`src/rtl/cipher_ctrl.sv`:
```
// rtl/cipher_ctrl.sv - AES-128 round and key-expansion sequencer
// One job at a time; decrypt first walks the expander forward, then runs rounds with predone.
module cipher_ctrl #(
   parameter int NR = 10,
   parameter int RW = 4
) (
   input  logic          clk,
   input  logic          reset,
   input  logic          start_valid,
   output logic          start_ready,
   input  logic          decrypt,
   output logic          ld_en,
   output logic          exp_reset,
   output logic          exp_predone,
   output logic          dec_mode,
   output logic          state_en,
   output logic [RW-1:0] round,
   output logic          first_round,
   output logic          last_round,
   output logic          out_valid,
   input  logic          out_ready,
   output logic          busy
);
   typedef enum logic [1:0] {IDLE, FWD, RUN, DONE} state_t;

   localparam logic [RW-1:0] CNT_RUN_LAST = RW'(NR);
   localparam logic [RW-1:0] CNT_FWD_LAST = RW'(NR - 1);

   state_t        state;
   state_t        nxt_state;
   logic [RW-1:0] cnt;
   logic [RW-1:0] nxt_cnt;
   logic          nxt_dec;

   always_comb begin
      nxt_state = state;
      nxt_cnt   = cnt;
      nxt_dec   = dec_mode;
      case (state)
         IDLE: begin
            if (start_valid) begin
               nxt_dec   = decrypt;
               nxt_cnt   = '0;
               nxt_state = decrypt ? FWD : RUN;
            end
         end
         FWD: begin
            if (cnt == CNT_FWD_LAST) begin
               nxt_cnt   = '0;
               nxt_state = RUN;
            end else begin
               nxt_cnt = cnt + RW'(1);
            end
         end
         RUN: begin
            if (cnt == CNT_RUN_LAST) begin
               nxt_cnt   = '0;
               nxt_state = DONE;
            end else begin
               nxt_cnt = cnt + RW'(1);
            end
         end
         DONE: begin
            if (out_ready) nxt_state = IDLE;
         end
         default: nxt_state = IDLE;
      endcase
   end

   // Outputs are registered from the next-state values so only ld_en sees start_valid combinationally.
   always_ff @(posedge clk) begin
      if (reset) begin
         state       <= IDLE;
         cnt         <= '0;
         dec_mode    <= 1'b0;
         start_ready <= 1'b1;
         busy        <= 1'b0;
         state_en    <= 1'b0;
         round       <= '0;
         first_round <= 1'b0;
         last_round  <= 1'b0;
         exp_predone <= 1'b0;
         out_valid   <= 1'b0;
      end else begin
         state       <= nxt_state;
         cnt         <= nxt_cnt;
         dec_mode    <= nxt_dec;
         start_ready <= (nxt_state == IDLE);
         busy        <= (nxt_state != IDLE);
         state_en    <= (nxt_state == RUN);
         round       <= (nxt_state == RUN) ? nxt_cnt : '0;
         first_round <= (nxt_state == RUN) && (nxt_cnt == '0);
         last_round  <= (nxt_state == RUN) && (nxt_cnt == CNT_RUN_LAST);
         exp_predone <= (nxt_state == RUN) && nxt_dec;
         out_valid   <= (nxt_state == DONE);
      end
   end

   assign ld_en     = start_valid & start_ready;
   assign exp_reset = reset | start_ready;

endmodule

```
`config.mk`:
```
export PLATFORM = sky130hd
export DESIGN_NAME = cipher_ctrl
export DESIGN_NICKNAME = d
export VERILOG_FILES = /design/src/rtl/cipher_ctrl.sv
export SDC_FILE = /design/constraint.sdc
export NUM_CORES = 1
export LEC_CHECK = 0
export CAP_MARGIN = 20
export CORE_UTILIZATION = 45
export DETAILED_ROUTE_END_ITERATION = 10
export HOLD_SLACK_MARGIN = 0.03
export PLACE_DENSITY_LB_ADDON = 0.08
export SYNTH_ARGS = -nofsm -noshare
export SYNTH_HDL_FRONTEND = slang
export SYNTH_SLANG_ARGS = --single-unit
export TNS_END_PERCENT = 10
```
`constraint.sdc`:
```
create_clock -name clk -period 3.6 [get_ports clk]
set_input_delay 0.72 -clock clk [delete_from_list [all_inputs] [get_ports clk]]
set_output_delay 0.72 -clock clk [all_outputs]
set_load 0.02 [all_outputs]
```
==> impl_metrics.toml, run 1 <==
[clock_tree]
htree_levels = 1
clkTransAtPathRegs_ns = 0.10
post_cts_buffers = 0
cts.sinks = 18
cts_max_path_buffers = 2
cts-resized-gates = 0
hold_buffers = 0
root_buffer = "clkbuf_4"
cts_tree = "built"
numCtsBuffers = 3
insertion_delay_ns = 0.29

[sta]
finalMaxSlewViolations = 0
rsz0062_at_grt = "no"
hold_slack_ns = 0.529
period_share = 0.806
final-hold-violation-count = 0
tns_ns = 0
fin_skew_ns = 0.00409
fmax_ghz = 0.345
max_slew_margin = 0.686
setup_violations = 0
min_period_ns = 2.90
worst_pin_slew_ns = 0.468

[synth]
syn-num-nets = 92
synth_top_family_by_area = "simple AND/OR/NAND/NOR gates"
synth_compound_area_frac = 0.168
synth_cell_types = 35
synth_seq_cells = 18
syn_inst = 87
synth_warnings = 0
syn_area_um2 = 832
synth-simple-area-share = 0.335
synthMuxAreaShare = 0
synthAdderAreaFrac = 0
ys.flop_type = "dfxtp_1"
synth_xor_area_frac = 0.0105
async_reset_ff_frac = 0
synth_edf_count = 0
synth-seq-area-share = 0.433
postSynthAreaPerCell_um2 = 9.56

[global_routing]
grt_max_degree = 11
grt_pass1_vias = 546
grt_pass1_wl_um = 2680
grt-ovfl-total = 0
antenna_found_initial = 0
grt_use_total = 0.185

[floorplan]
fp.dieH_um = 45
die_area_mm2 = 0.00203
core-area_mm2 = 0.00173
ioPinCount = 19
rows = 15
fp.dieW_um = 45
start_util = 0.482

[route]
wl_per_cell_um = 11.9
drt_first_pass_iters = 4
wl_um = 1560
drtAntennaViolNets = 0
vias = 658
drt_iter0_drc = 17
via_per_inst = 5.02
drcViolationCount = 0

[power]
clkPwrFrac = 0.265
pwr-share-seq = 0.492
combPwrFrac = 0.243
internal-power_uw = 329
p_leak_uw = 0.000390
max-vdd-ir-drop_v = 0.000343
net-switching-power_uw = 135
p_sw_frac = 0.291
pwr_density_cell_mw_per_mm2 = 440

[worst_setup_path]
crit_type = "in2out"
r2r-end = "first_round"
cp_top_family = "buffers and inverters"
cp_cell_sequence = "clkdlybuf4s50_1, or2_2, clkdlybuf4s50_1"
rr_startpoint = "cnt[0]"
critPathSlowestCell = "clkdlybuf4s50_1"
reg2reg_depth = 5
r2r_slack_ns = 1.94
required_ns = 2.88
crit_top_cell = "clkdlybuf4s50_1"
end_kind = "output port"
startpoint_type = "input pin"
worst_path_largest_cell_delay_ns = 0.58
critPathArrivalTime_ns = 2.18
crit_fanout = 8
worst-path-buf-inv = 2

[hold_path]
holdPathEnd = "dec_mode"
min_from = "dec_mode"
hold_class = "reg2reg"
hold-path-cell-count = 2

[placement]
place_congestion = 0.820
io_buffers = 18
dpl.hpwl_um = 1170

[cells_and_area]
drive_above_1_share = 0.142
area_growth_pct = 26.9
num_antenna_cells = 0
num-nets-final = 112

[run_status]
status = "completed"

[run]
drv_cap = 0
[synth_stat cells, drive strengths merged (2+ instances only)]
master / number / area [um^2]
and2: 3 / 18.8
inv: 3 / 11.3
nand2b: 4 / 25.0
o2bb2ai: 2 / 17.5
nand4: 2 / 12.5
nor2: 14 / 52.6
and3: 3 / 18.8
and4b: 2 / 20.0
nand2: 5 / 26.3
or2: 2 / 12.5
buf: 3 / 23.8
and2b: 2 / 20.0
a21oi: 7 / 42.5
dfxtp: 18 / 360
o31ai: 2 / 15.0
[area by class of cell]
| class | instances | area (um^2) |
|---|---|---|
| Fill cell | 155 | 671 |
| Sequential cell | 18 | 360 |
| Tap cell | 25 | 31.3 |
| Clock buffer | 4 | 36.3 |
| Inverter | 4 | 20.0 |
| Timing Repair Buffer | 18 | 180 |
| Multi-Input combinational cell | 62 | 428 |
[how the worst max path moves through the flow]
stage | startpoint | to | slack [ns] | cells after the start
6_report | reset | exp_reset | 0.70 | 3
5_1_grt | reset | exp_reset | 0.63 | 3
4_1_cts | reset | exp_reset | 0.70 | 3
3_5_place_dp | reset | exp_reset | 0.71 | 3
3_3_place_gp | reset | exp_reset | 0.73 | 3
2_1_floorplan | reset | exp_reset | 1.84 | 1
[power by group through the flow]
stage / Combinational [uW] / Clock, uW / Sequential (uW)
after global placement: 112 / 0 / 233
after global routing: 123 / 132 / 232
after CTS: 114 / 124 / 229
after detailed placement: 113 / 0 / 233
final: 113 / 123 / 229
after floorplan: 67.2 / 0 / 239
[worst min-delay path: cells and delay by family (launching register included)]
kind | cells | cell delay, ns
and+or+nand+nor | 1 | 0.08
AOI/OAI and AO/OA | 1 | 0.08
DFF | 1 | 0.34
[cell usage in the layout (no fill, tap or decap), types with 3 or more instances in the layout]
cell type	n
dfxtp_1	18
clkdlybuf4s50_1	18
nor2_1	14
a21oi_1	5
nand2b_1	4
nand2_1	4
and2_1	3
inv_1	3
and3_1	3
clkbuf_4	3
[layer usage]
| metal | wire, um | up-vias | GRT usage |
|---|---|---|---|
| met4 | 15 | 0 | 0.0727 |
| met5 | 0 | - | 0 |
| met1 | 774 | 303 | 0.252 |
| met2 | 705 | 17 | 0.270 |
| li1 | - | 336 | - |
| met3 | 63 | 2 | 0.0600 |
[flip-flops by register name (all words and copies together), names as in the netlist]
name,flops
round,4
dec_mode,1
cnt,4
first_round,1
last_round,1
exp_predone,1
busy,1
start_ready,1
out_valid,1
state,2
state_en,1
[stage by stage]
| step | utilization | total power (uW) | cell area (um^2) | cells | setup slack [ns] |
|---|---|---|---|---|---|
| 2_1_floorplan | - | 306 | 832 | 87 | 1.84 |
| 3_3_place_gp | 0.591 | 345 | 1020 | 127 | 0.727 |
| 3_5_place_dp | 0.591 | 346 | 1020 | 127 | 0.710 |
| 4_1_cts | 0.612 | 466 | 1060 | 131 | 0.699 |
| 5_1_grt | 0.612 | 487 | 1060 | 131 | 0.632 |
| 6_report | 0.612 | 464 | 1060 | 131 | 0.699 |
[cell families after synthesis]
group,after synthesis
buffers and inverters,7
AO/OA/AOI/OAI,17
XOR/XNOR,1
flip-flops,18
AND/OR/NAND/NOR,44
Power figures use the tool's default switching activity.
==> inputs of run 2 (changes only) <==
Settings changed: CORE_UTILIZATION 45 to 43.
Clock period 3.6 ns to 2.59 ns, I/O delays scaled along.
==> impl_metrics.toml, run 2 (synthesis results as in run 1) <==
[clock_tree]
root_buffer = "clkbuf_4"
cts.sinks = 18
htree_levels = 1
post_cts_buffers = 0
numCtsBuffers = 3
clkTransAtPathRegs_ns = 0.10
hold_buffers = 0
cts_max_path_buffers = 2
cts_tree = "built"
cts-resized-gates = 0
insertion_delay_ns = 0.29

[worst_setup_path]
crit_path_start = "reset"
critPathArrivalTime_ns = 1.74
crit_fanout = 2
r2r_slack_ns = 0.92
end_kind = "output port"
required_ns = 2.07
startpoint_type = "input pin"
rr_startpoint = "cnt[0]"
r2r-end = "first_round"
reg2reg_depth = 5
crit_type = "in2out"
endpoint = "exp_reset"

[power]
pwr_density_cell_mw_per_mm2 = 604
p_leak_uw = 0.000399
p_total_uw = 647
max-vdd-ir-drop_v = 0.000337

[cells_and_area]
final_cell_mix = "dfxtp_1, clkdlybuf4s50_1, nor2_1, a21oi_1"
area_growth_pct = 28.7
instances_no_fill = 133
drive_above_1_share = 0.157
num_antenna_cells = 0
num-nets-final = 114
largestRegisters = "cnt: 4 flops, round: 4 flops, state: 2 flops"

[route]
wl_per_cell_um = 12.1
drt_first_pass_iters = 4
vias = 660
drcViolationCount = 0
via_per_inst = 4.96
routed.top_layer = "met3"
drtAntennaViolNets = 0
wl_met3_um = 60
wl_met1_um = 727
drt_iter0_drc = 15
wl_um = 1610
wl_met2_um = 821

[global_routing]
grt_max_degree = 11
grt_pass1_vias = 597
grt_pass1_wl_um = 2640
grt_use_total = 0.177
antenna_found_initial = 0
grt-ovfl-total = 0

[sta]
finalMaxSlewViolations = 0
period_share = 0.871
rsz0062_at_grt = "no"
tns_ns = 0
fmax_ghz = 0.443
setup_violations = 0
fin_ws_ns = 0.333
fin_skew_ns = 0.00430
final-hold-violation-count = 0
max_slew_margin = 0.682
min_period_ns = 2.26
worst_pin_slew_ns = 0.473

[placement]
dpl.hpwl_um = 1260
place_ws_ns = 0.337
place_congestion = 0.813
io_buffers = 18
place_inst = 129

[floorplan]
rows = 15
start_util = 0.472
fp.dieW_um = 46.0
fp.dieH_um = 46.0
ioPinCount = 19
die_area_mm2 = 0.00212
core-area_mm2 = 0.00176

[hold_path]
hold_class = "reg2reg"

[run]
drv_cap = 0

[run_status]
status = "completed"
-- run 2: changes by cell type in the layout (fill, tap and decap cells not counted), sizes merged --
cell / previous run / this run
buf: 0 / 2
-- run 2: final cells by class --
class	count	area, um^2
fill	169	693
tap	25	31.3
clock buffer	4	36.3
timing repair buffer	20	195
sequential	18	360
inverter	4	20.0
multi-input combinational	62	428
-- run 2: worst min path at each step --
stage | startpoint | cells after the start | slack (ns) | to
after floorplan | reset | 1 | 0.59 | cnt[3]
after global placement | dec_mode | 2 | 0.51 | dec_mode
after detailed placement | dec_mode | 2 | 0.53 | dec_mode
after CTS | dec_mode | 2 | 0.56 | dec_mode
after global routing | dec_mode | 2 | 0.58 | dec_mode
final | dec_mode | 2 | 0.54 | dec_mode
-- run 2: report_power, final --
part	switching (uW)	total [uW]	internal [uW]
clock	84.1	170	85.5
sequential	20.7	318	298
combinational	82.6	159	76.3
-- run 2: per-layer routing --
layer / vias to the layer above / track usage
met4: 0 / 0.0529
li1: 344 / -
met3: 0 / 0.0357
met1: 300 / 0.229
met2: 16 / 0.293
met5: - / 0
-- run 2: metrics by stage --
step	instance area (um^2)	hold WS (ns)	utilization
floorplan	832	0.590	-
global placement	1030	0.515	0.587
detailed placement	1030	0.526	0.587
CTS	1070	0.556	0.607
global route	1070	0.581	0.607
finish	1070	0.544	0.607
-- run 2: worst max-delay path, cell delays in order --
cell and delay, ns:
clkdlybuf4s50_1 0.41, or2_2 0.27, clkdlybuf4s50_1 0.54
